==> config.mk <==
export PLATFORM = sky130hd
export DESIGN_NAME = mem_req_arbiter
export DESIGN_NICKNAME = d
export VERILOG_FILES = /design/src/rtl/mem_req_arbiter.sv
export SDC_FILE = /design/constraint.sdc
export NUM_CORES = 1
export LEC_CHECK = 0
export CELL_PAD_IN_SITES_DETAIL_PLACEMENT = 0
export CELL_PAD_IN_SITES_GLOBAL_PLACEMENT = 2
export CORE_ASPECT_RATIO = 0.9
export CORE_MARGIN = 10
export CORE_UTILIZATION = 25
export CTS_BUF_LIST = sky130_fd_sc_hd__clkbuf_4 sky130_fd_sc_hd__clkbuf_8
export CTS_CLUSTER_DIAMETER = 40
export DETAILED_ROUTE_END_ITERATION = 8
export PLACE_DENSITY = 0.89
export SETUP_SLACK_MARGIN = 0.1
export SLEW_MARGIN = 20
export SYNTH_ARGS = -nofsm -noshare
export SYNTH_HDL_FRONTEND = slang
export SYNTH_SLANG_ARGS = --single-unit
==> constraint.sdc <==
create_clock -name clk -period 2 [get_ports clk]
set_input_delay 0.2 -clock clk [delete_from_list [all_inputs] [get_ports clk]]
set_output_delay 0.2 -clock clk [all_outputs]
set_load 0.01 [all_outputs]
==> src/rtl/mem_req_arbiter.sv <==
// Front end of the PSRAM controller: arbitrates CPU and VIC-II single-byte
// requests, drives one controller transaction at a time and returns an ack.
module mem_req_arbiter #(
  parameter logic [6:0]  BANK          = 7'd0,
  parameter int unsigned VIC_BURST_MAX = 4,
  parameter int unsigned BUSY_WAIT     = 8
) (
  input  logic        clk,
  input  logic        reset,
  input  logic        cpu_req,
  input  logic        cpu_write,
  input  logic [15:0] cpu_addr,
  input  logic [7:0]  cpu_wdata,
  output logic        cpu_ack,
  output logic [7:0]  cpu_rdata,
  input  logic        vic_req,
  input  logic [15:0] vic_addr,
  output logic        vic_ack,
  output logic [7:0]  vic_rdata,
  output logic        mc_ce,
  output logic        mc_write,
  output logic [6:0]  mc_bank,
  output logic [15:0] mc_addr,
  output logic [3:0]  mc_nbytes,
  output logic [7:0]  mc_wdata,
  input  logic        mc_busy,
  input  logic [7:0]  mc_rdata,
  output logic        err_timeout
);

  localparam logic [3:0] BURST_MAX = 4'(VIC_BURST_MAX);
  localparam logic [7:0] WAIT_MAX  = 8'(BUSY_WAIT);

  typedef enum logic [2:0] {
    S_IDLE,
    S_ISSUE,
    S_WAIT_BUSY,
    S_WAIT_DONE,
    S_ACK
  } state_e;

  typedef enum logic {
    OWN_CPU,
    OWN_VIC
  } owner_e;

  state_e      state_q, state_d;
  owner_e      owner_q, owner_d;
  logic [15:0] addr_q, addr_d;
  logic        write_q, write_d;
  logic [7:0]  wdata_q, wdata_d;
  logic [3:0]  nbytes_q, nbytes_d;
  logic [3:0]  burst_q, burst_d;
  logic [7:0]  wait_q, wait_d;
  logic [7:0]  cpu_rdata_q, cpu_rdata_d;
  logic [7:0]  vic_rdata_q, vic_rdata_d;
  logic        timeout;
  logic        grant_cpu;
  logic        grant_vic;

  // The CPU only beats a waiting VIC once the VIC has had its full burst.
  assign grant_cpu = cpu_req && (!vic_req || (burst_q == BURST_MAX));
  assign grant_vic = vic_req && !grant_cpu;

  always_comb begin
    // NOTE: every next-state signal starts from its held value so no path
    // through the case statement leaves one unassigned (no latches).
    state_d     = state_q;
    owner_d     = owner_q;
    addr_d      = addr_q;
    write_d     = write_q;
    wdata_d     = wdata_q;
    nbytes_d    = nbytes_q;
    burst_d     = burst_q;
    wait_d      = wait_q;
    cpu_rdata_d = cpu_rdata_q;
    vic_rdata_d = vic_rdata_q;
    timeout     = 1'b0;

    unique case (state_q)
      S_IDLE: begin
        if (grant_cpu) begin
          owner_d  = OWN_CPU;
          addr_d   = cpu_addr;
          write_d  = cpu_write;
          wdata_d  = cpu_wdata;
          nbytes_d = cpu_write ? 4'd1 : 4'd0;
          burst_d  = 4'd0;
          state_d  = S_ISSUE;
        end else if (grant_vic) begin
          owner_d  = OWN_VIC;
          addr_d   = vic_addr;
          write_d  = 1'b0;
          wdata_d  = 8'd0;
          nbytes_d = 4'd0;
          if (!cpu_req)
            burst_d = 4'd0;
          else if (burst_q != BURST_MAX)
            burst_d = burst_q + 4'd1;
          state_d  = S_ISSUE;
        end
      end
      S_ISSUE: begin
        wait_d  = 8'd0;
        state_d = S_WAIT_BUSY;
      end
      S_WAIT_BUSY: begin
        if (mc_busy) begin
          state_d = S_WAIT_DONE;
        end else begin
          wait_d = wait_q + 8'd1;
          // Controller never started: flag it and release the master anyway.
          if (wait_d == WAIT_MAX) begin
            timeout = 1'b1;
            state_d = S_ACK;
          end
        end
      end
      S_WAIT_DONE: begin
        if (!mc_busy) begin
          if (!write_q) begin
            if (owner_q == OWN_CPU) cpu_rdata_d = mc_rdata;
            else                    vic_rdata_d = mc_rdata;
          end
          state_d = S_ACK;
        end
      end
      S_ACK: begin
        state_d = S_IDLE;
      end
      default: begin
        state_d = S_IDLE;
      end
    endcase
  end

  // NOTE: sequential state uses non-blocking assignments only, so every
  // register samples the values from before this edge.
  always_ff @(posedge clk) begin
    if (reset) begin
      state_q     <= S_IDLE;
      owner_q     <= OWN_CPU;
      addr_q      <= 16'd0;
      write_q     <= 1'b0;
      wdata_q     <= 8'd0;
      nbytes_q    <= 4'd0;
      burst_q     <= 4'd0;
      wait_q      <= 8'd0;
      cpu_rdata_q <= 8'd0;
      vic_rdata_q <= 8'd0;
    end else begin
      state_q     <= state_d;
      owner_q     <= owner_d;
      addr_q      <= addr_d;
      write_q     <= write_d;
      wdata_q     <= wdata_d;
      nbytes_q    <= nbytes_d;
      burst_q     <= burst_d;
      wait_q      <= wait_d;
      cpu_rdata_q <= cpu_rdata_d;
      vic_rdata_q <= vic_rdata_d;
    end
  end

  assign mc_ce       = (state_q == S_ISSUE);
  assign mc_write    = write_q;
  assign mc_bank     = BANK;
  assign mc_addr     = addr_q;
  assign mc_nbytes   = nbytes_q;
  assign mc_wdata    = wdata_q;
  assign cpu_ack     = (state_q == S_ACK) && (owner_q == OWN_CPU);
  assign vic_ack     = (state_q == S_ACK) && (owner_q == OWN_VIC);
  assign cpu_rdata   = cpu_rdata_q;
  assign vic_rdata   = vic_rdata_q;
  assign err_timeout = timeout;

endmodule

==> out/metrics.yaml <==
drt_wl_total_um: 8070
syn2layout_area_growth_pct: 56.7
die_w_um: 129
dieArea_um2: 15300
grtUsageMet1_pct: 11.4
cp_cell_sequence: "buf_6, nand4_1, or3_1, o211ai_1, nor3_2, buf_2"
use_met2_pct: 18.7
clkTransAtPathRegs_ns: 0.07
ys_seq_elements: 57
synth-edff-count: 0
drive_gt1_share_pct: 15.4
ys.flop_type: "dfxtp_1"
fin_cells: 552
vdd_drop_max_v: 0.000282
hold_violations: 0
path_delay_family: "simple AND/OR/NAND/NOR gates"
placed_cells: 532
grt_start_max_net_pins: 47
cts_inserted_buffers: 9
initial_utilization_pct: 25.9
endpoint_kind: "output port"
min_period_over_period_pct: 94.5
io_buffer_count: 99
setup_viol: 0
cp_num_buf_inv: 2
syn-cell-area_um2: 2690
synth_top_cell_area_share_pct: 42.4
rsz0062_at_grt: "true"
post_drt_via_cell_ratio: 4.51
yosys_warnings: 0
synth-async-reset-ratio_pct: 0
num_rows: 35
cpMaxStageDelayCell: "or3_1"
ant_nets: 0
io_pins: 110
diodes: 0
cellLeakagePower_nw: 1.63
synthTopCellsByCount: "57 x dfxtp_1, 41 x nor2_1, 32 x mux2i_1"
synth.most_common_cell: "dfxtp_1"
drt-initial-drc-count: 81
synth_top_cell_by_area: "dfxtp_1"
cap_violations: 0
clock_path_buffers: 2
cts_tree: "yes"
worst_setup_path_start_kind: "flop"
min_period_ns: 1.89
cts-root-buf: "clkbuf_8"
grt_pass1_wl_um: 13200
synthCells: 303
synth_area_leaders: "dfxtp_1 42%, mux2i_1 12%, nor2_1 5.7%, a211oi_1 5.6%, a21oi_1 4.5%"
cts_sinks: 57
path_max_fanout: 7
status: "finished, final reports clean"
final_nets: 477
drv_slew: 0
chipHeight_um: 118
coreArea_um2: 10400
antenna_found_initial: 0
cellPowerDensity_nw_per_um2: 758
ys_types: 44
grt_remaining_overflow: 0
hold_path.class: "input port to flop"
cpPeakStageDelay_ns: 0.37
wl_per_cell_um: 14.6
gp_congestion: 0.743
grt.busiest_layer: "met2"
num_vias: 2491
arrival_ns: 1.69
grt.met3_usage_pct: 4.51
avgSynthCellArea_um2: 8.88
htreeDepth: 3
fmax_mhz: 529
first_global_vias: 2601
firstDrtPassIters: 4
dp_hpwl_um: 6030
finalClockSkew_ns: 0.00867
grt_use_total_pct: 10.6
synth.yosys.seq_area_share_pct: 42.4
hold-worst-slack_ns: 0.313
critPathRequiredTime_ns: 1.80
clock_latency_ns: 0.33
worstSetupPathType: "flop to output port"
drc_errors: 0
[state kept, by name, indices dropped and copies added, names as in the netlist]
signal     count
mc_nbytes      1
mc_wdata       8
wait_q         8
owner_q        1
mc_addr       16
vic_rdata      8
state_q        3
burst_q        4
cpu_rdata      8
[final cells by class]
| type | count | area [um2] |
|---|---|---|
| Fill cell | 1025 | 6160 |
| Multi-Input combinational cell | 217 | 1440 |
| Timing Repair Buffer | 129 | 1230 |
| Sequential cell | 57 | 1150 |
| Tap cell | 129 | 161 |
| Clock buffer | 11 | 151 |
| Clock inverter | 4 | 76.3 |
| Inverter | 5 | 18.8 |
[worst paths after layout]
kind          startpoint  slack (ns)           to  cells past startpoint
min                reset        0.31    wait_q[0]                      2
max            wait_q[1]        0.11  err_timeout                      6
min reg2reg  mc_wdata[3]        0.45  mc_wdata[3]                      2
max reg2reg   state_q[1]        0.17    wait_q[7]                      4
[per-layer routing]
metal | routed length (um) | vias up | part of all wire [%]
li1 | - | 1284 | -
met1 | 3400 | 1145 | 42
met2 | 4090 | 54 | 51
met3 | 510 | 8 | 6.3
met4 | 77 | 0 | 0.95
met5 | 0 | - | 0
[logic make-up after synthesis]
logic type      after synthesis  synth area share (%)
flops                        57                  42.4
buf+inv                      38                  7.49
mux                          32                  11.9
compound gates               66                  16.2
fa+ha+maj                     4                  1.86
other cells                   1                 0.139
simple gates                105                  20.0
[where the power goes]
group	internal [mW]	switching (mW)
sequential	1.22	0.0494
clock	0.765	0.470
combinational	0.372	0.321
[layout by cell type, fill, tap and decap left out, types with 5 or more instances in the layout]
cell type        instances
conb_1                  10
nand3_1                  7
inv_1                    5
dfxtp_1                 53
a21oi_1                 23
a211oi_1                20
nand2_1                 26
nor2_1                  41
clkbuf_8                11
o21ai_0                  6
clkdlybuf4s50_1         94
mux2i_1                 32
buf_4                   27
[what timing repair did]
action	in CTS	in global routing
setup buffers	3	2
gates resized for setup	12	11
gates cloned	0	0
pin swaps	6	4
endpoints found under the setup margin	4	11
hold buffers	0	0
[worst reg2reg max path: stages, from the launching register on]
cell and delay [ns]:
dfxtp_1 0.43, or4b_1 0.51, buf_4 0.19, or4_1 0.49, a21oi_1 0.14
[stage by stage]
step | cell area, um2 | setup slack (ns) | utilization [%] | setup TNS (ns) | total power [mW]
2_1_floorplan | 2720 | 0.385 | - | 0 | 1.64
3_3_place_gp | 3900 | -0.114 | 37.6 | -0.839 | 1.98
3_5_place_dp | 3900 | -0.142 | 37.6 | -1.46 | 1.99
4_1_cts | 4160 | 0.00504 | 40.1 | 0 | 3.28
5_1_grt | 4220 | -0.0192 | 40.6 | -0.0192 | 3.39
6_report | 4220 | 0.111 | 40.6 | 0 | 3.19
Note: power is estimated with default switching activity, not from simulation.
